--- src/rtl/uart_tx_arbiter.sv ---
// Shares one UART transmitter among NREQ byte requesters. Arbitration is round-robin,
// a packet owner is locked until its last byte, and an idle owner loses the lock after a timeout.
module uart_tx_arbiter #(
    parameter int unsigned NREQ    = 4,
    parameter int unsigned TIMEOUT = 1000,
    parameter int unsigned MIN_GAP = 2
) (
    input  logic              pll_clk,
    input  logic              rst_n,
    input  logic [NREQ-1:0]   req,
    input  logic [8*NREQ-1:0] req_data,
    input  logic [NREQ-1:0]   req_last,
    output logic [NREQ-1:0]   req_ack,
    input  logic              uart_tx_ready,
    output logic              uart_tx_start,
    output logic [7:0]        uart_tx_data_in,
    output logic [2:0]        grant_id,
    output logic              locked,
    output logic              timeout
);
    localparam int unsigned IDX_W = $clog2(NREQ);
    localparam int unsigned TO_W  = $clog2(TIMEOUT + 1);
    localparam int unsigned GAP_W = $clog2(MIN_GAP + 1);

    typedef enum logic {
        IDLE = 1'b0,
        GAP  = 1'b1
    } state_t;

    state_t           state, state_d;
    logic [GAP_W-1:0] gap_cnt, gap_cnt_d;
    logic [TO_W-1:0]  idle_cnt, idle_cnt_d;
    logic [IDX_W-1:0] ptr, ptr_d;
    logic [IDX_W-1:0] owner, owner_d;
    logic             locked_d;
    logic             timeout_d;
    logic             start_d;
    logic [NREQ-1:0]  ack_d;
    logic [7:0]       data_d;
    logic [2:0]       gid_d;

    logic [IDX_W-1:0] sel_idx;
    logic             sel_valid;
    logic [7:0]       sel_data;
    logic [IDX_W:0]   cand;

    function automatic logic [IDX_W-1:0] next_idx(input logic [IDX_W-1:0] i);
        return (i == IDX_W'(NREQ - 1)) ? '0 : i + IDX_W'(1);
    endfunction

    // Candidate selection: the owner when locked, else first requester at or after ptr.
    always_comb begin
        sel_valid = 1'b0;
        sel_idx   = '0;
        cand      = '0;
        if (locked) begin
            sel_idx   = owner;
            sel_valid = req[owner];
        end else begin
            for (int k = NREQ - 1; k >= 0; k--) begin
                cand = (IDX_W+1)'(ptr) + (IDX_W+1)'(k);
                if (cand >= (IDX_W+1)'(NREQ)) begin
                    cand = cand - (IDX_W+1)'(NREQ);
                end
                if (req[cand[IDX_W-1:0]]) begin
                    sel_valid = 1'b1;
                    sel_idx   = cand[IDX_W-1:0];
                end
            end
        end
    end

    always_comb begin
        sel_data = 8'h00;
        for (int i = 0; i < NREQ; i++) begin
            if (sel_idx == IDX_W'(i)) begin
                sel_data = req_data[8*i +: 8];
            end
        end
    end

    // Next-state and next-output logic.
    always_comb begin
        state_d    = state;
        gap_cnt_d  = gap_cnt;
        idle_cnt_d = idle_cnt;
        ptr_d      = ptr;
        owner_d    = owner;
        locked_d   = locked;
        timeout_d  = 1'b0;
        start_d    = 1'b0;
        ack_d      = '0;
        data_d     = uart_tx_data_in;
        gid_d      = grant_id;

        case (state)
            IDLE: begin
                if (sel_valid && uart_tx_ready) begin
                    start_d    = 1'b1;
                    ack_d      = NREQ'(1) << sel_idx;
                    data_d     = sel_data;
                    gid_d      = 3'(sel_idx);
                    state_d    = GAP;
                    gap_cnt_d  = '0;
                    idle_cnt_d = '0;
                    if (req_last[sel_idx]) begin
                        locked_d = 1'b0;
                        ptr_d    = next_idx(sel_idx);
                    end else begin
                        locked_d = 1'b1;
                        owner_d  = sel_idx;
                    end
                end else if (locked && !req[owner]) begin
                    // Owner is idle mid-packet; revoke the lock once the budget is spent.
                    if (idle_cnt == TO_W'(TIMEOUT - 1)) begin
                        locked_d   = 1'b0;
                        timeout_d  = 1'b1;
                        ptr_d      = next_idx(owner);
                        idle_cnt_d = '0;
                    end else begin
                        idle_cnt_d = idle_cnt + TO_W'(1);
                    end
                end
            end
            GAP: begin
                if (gap_cnt == GAP_W'(MIN_GAP - 1)) begin
                    state_d   = IDLE;
                    gap_cnt_d = '0;
                end else begin
                    gap_cnt_d = gap_cnt + GAP_W'(1);
                end
            end
            default: state_d = IDLE;
        endcase
    end

    always_ff @(posedge pll_clk) begin
        if (!rst_n) begin
            state           <= IDLE;
            gap_cnt         <= '0;
            idle_cnt        <= '0;
            ptr             <= '0;
            owner           <= '0;
            locked          <= 1'b0;
            timeout         <= 1'b0;
            uart_tx_start   <= 1'b0;
            req_ack         <= '0;
            uart_tx_data_in <= 8'h00;
            grant_id        <= 3'd0;
        end else begin
            state           <= state_d;
            gap_cnt         <= gap_cnt_d;
            idle_cnt        <= idle_cnt_d;
            ptr             <= ptr_d;
            owner           <= owner_d;
            locked          <= locked_d;
            timeout         <= timeout_d;
            uart_tx_start   <= start_d;
            req_ack         <= ack_d;
            uart_tx_data_in <= data_d;
            grant_id        <= gid_d;
        end
    end
endmodule

--- config.mk ---
export PLATFORM = sky130hd
export DESIGN_NAME = uart_tx_arbiter
export DESIGN_NICKNAME = d
export VERILOG_FILES = /design/src/rtl/uart_tx_arbiter.sv
export SDC_FILE = /design/constraint.sdc
export NUM_CORES = 1
export LEC_CHECK = 0
export BUFFER_PORTS_ARGS = -buffer_cell sky130_fd_sc_hd__clkbuf_2
export CORE_ASPECT_RATIO = 0.5
export CORE_MARGIN = 5
export CORE_UTILIZATION = 45
export CTS_BUF_LIST = sky130_fd_sc_hd__clkbuf_4 sky130_fd_sc_hd__clkbuf_8
export DETAILED_ROUTE_END_ITERATION = 6
export PLACE_DENSITY = 0.77
export SYNTH_ARGS = -nofsm -noshare
export SYNTH_HDL_FRONTEND = slang
export SYNTH_SLANG_ARGS = --single-unit
--- constraint.sdc ---
create_clock -name pll_clk -period 4.9 [get_ports pll_clk]
set_input_delay 0.245 -clock pll_clk [delete_from_list [all_inputs] [get_ports pll_clk]]
set_output_delay 0.245 -clock pll_clk [all_outputs]
set_load 0.005 [all_outputs]
==> flow_summary.toml <==
[run_status]
outcome = "finished, final reports clean"

[logic_synthesis]
synth_top_cell_by_area = "dfxtp_1"
synth_compound_area_frac = 0.223
synth_top_cell_area_share = 0.372
synth-main-ff-cell = "dfxtp_1"
synth.area.top_cells = "dfxtp_1 (37%), nor2_1 (8.6%), nand2_1 (4.7%)"
syn_area_mm2 = 0.00183
syn_nets = 278
netlist-cell-type-count = 45
synthAdderAreaFrac = 0.0410
async_flop_share = 0
synth.most_common_cell = "nor2_1"
synth_top_family_by_area = "simple AND/OR/NAND/NOR gates"
ys_ff_latch = 34
yosys_warnings = 0
synth_edf_count = 0
synth_common_cells = "nor2_1 (42), dfxtp_1 (34), nand2_1 (23)"
synthSimpleGateAreaFrac = 0.237
ys_seq_area_frac = 0.372
synth_xor_area_frac = 0.0287
muxShareOfSynthArea = 0.0554
synthCells = 229
avgSynthCellArea_um2 = 7.99

[critical_path]
r2r_start = "ptr[1]"
critPathArrivalTime_ps = 3240
critical-path-slowest-cell = "a21oi_1"
crit_path_start_kind = "flop"
path_cells = "nand2b_1 -> a21oi_1 -> o41ai_1 -> a21oi_1 -> inv_1 -> ha_1 -> nor2b_1 -> a22oi_1 -> nor2_1 -> a21oi_1 -> o211ai_1 -> o21ai_0 -> nor2_1"
startpoint = "ptr[1]"
cp.required_ps = 5120
cpPeakStageDelay_ps = 510
worst-r2r-cell-count = 13
end_kind = "flop"
cp_common_cell = "a21oi_1"
crit_type = "flop to flop"
cp_max_fo = 10

[timing]
final_hold_viol_count = 0
finalClockSkew_ps = 7.79
max-slew-margin-rel = 0.560
hold_ws_ps = 282
setup_viol = 0
fin_crit_sh = 0.617
rsz0062_at_grt = "no"
period_needed_ps = 3020
slew_viol_final = 0
tns_ps = 0
max_freq_mhz = 331
worstMarginPinSlew_ps = 651

[power]
p_per_area_mw_per_mm2 = 354
vdd_drop_max_mv = 0.174
total_power_uw = 800
leakage_nw = 0.972

[hold_path]
worstHoldStart = "rst_n"
holdCritPathClass = "input port to flop"
whs_path_depth = 2

[drt]
routed_wirelength_mm = 4.46
wl_per_cell_um = 13.2
avgViaCountPerCell = 5.22
drc = 0
drtIter0Drc = 109
drt_pass1_iterations = 4
route.antenna.remaining_nets = 0
num_vias = 1766

[clocking]
cts_hold_buffers = 0
clock_latency_ps = 290
clock_path_buffers = 2
post-cts-setup-buffers = 0
numCtsBuffers = 5
cts_tree = "done"
clk_pin_slew_ps = 70
cts-root-buf = "clkbuf_8"
clock_sinks = 34
htreeDepth = 2
cts_resized = 0

[global_routing]
grtUsageTotal = 0.165
antenna_found_initial = 0
first_global_vias = 1678
grt_max_degree = 18
grt_pass1_wl_mm = 7.25
overflow = 0

[run]
maxCapViolations = 0

[finish]
area_growth_pct = 23.4
nets = 333
drive_gt1_frac = 0.264
n_antenna_cell = 0

[floorplanning]
core_mm2 = 0.00390
die_w_um = 100
row_count = 16
die_h_um = 55.1
start_util = 0.469
die-area_mm2 = 0.00552
io_pins = 61

[placed_design]
hpwl_mm = 3.47
portBuffers = 59
gp_congestion = 0.868
state kept, by name, indices dropped and copies added (netlist names):
| register | flops |
|---|---|
| timeout | 1 |
| owner | 2 |
| uart_tx_start | 1 |
| idle_cnt | 10 |
| uart_tx_data_in | 8 |
| req_ack | 4 |
| gap_cnt | 2 |
| ptr | 2 |
| state | 1 |
| locked | 1 |
| grant_id | 2 |
cell usage in the layout (no fill, tap or decap), types with 2 or more instances in the layout:
master,count
a21o_1,3
a21oi_1,17
a22oi_1,9
and2_1,2
clkbuf_2,59
clkbuf_8,6
dfxtp_1,34
ha_1,6
inv_1,5
mux2i_1,5
nand2_1,23
nand2b_1,4
nand3_1,7
nand3b_1,2
nor2_1,42
nor2b_1,3
nor3_1,5
o211ai_1,8
o21ai_0,12
o41ai_1,2
xnor2_1,2
xor2_1,4
through the flow:
step                 util  std cells  instance area, µm²  setup WS (ps)
detailed placement  0.550        331                2150           1880
global placement    0.550        331                2150           2060
CTS                 0.579        338                2260           1850
floorplan               -        229                1830           2320
global route        0.579        338                2260           1470
finish              0.579        338                2260           1880
final timing paths:
check	slack [ps]	to
worst min register to register	450	gap_cnt[1]
worst max register to register	1880	uart_tx_data_in[2]
worst max-delay path	1880	uart_tx_data_in[2]
worst min-delay path	280	idle_cnt[4]
cell families (layout without fill, tap and decap cells):
family	count (synthesis)	in the layout
AO/OA/AOI/OAI	61	61
adder cells (fa/ha/maj)	6	6
buffers and inverters	18	73
other	1	1
XOR/XNOR	6	6
multiplexers	8	8
AND/OR/NAND/NOR	95	95
flip-flops	34	34
where the power goes:
group | internal [mW] | switching (mW) | total (mW)
combinational | 0.0974 | 0.128 | 0.225
sequential | 0.297 | 0.0178 | 0.315
clock | 0.163 | 0.0972 | 0.260
total | 0.557 | 0.243 | 0.800
critical path, delay by kind of cell, from the launching register on:
kind / cells / cell delay (ps)
compound gates: 7 / 1220
simple gates: 4 / 770
fa+ha+maj: 1 / 380
flops: 1 / 360
buf+inv: 1 / 220
per-layer routing:
layer  vias to the layer above  part of all wire  wire (µm)  track usage
met3                         7             0.079        354       0.0375
met1                       787              0.47       2080        0.199
met2                        58              0.44       1960        0.294
met4                         0             0.015         68       0.0671
li1                        914                 -          -            -
met5                         -                 0          0            0
area by class of cell:
type	instances	area [µm²]
Tap cell	54	67.6
Sequential cell	34	681
Clock inverter	1	30.0
Clock buffer	6	82.6
Timing Repair Buffer	60	303
Multi-Input combinational cell	177	1070
Fill cell	366	1640
Inverter	6	22.5
Power figures use the tool's default switching activity.
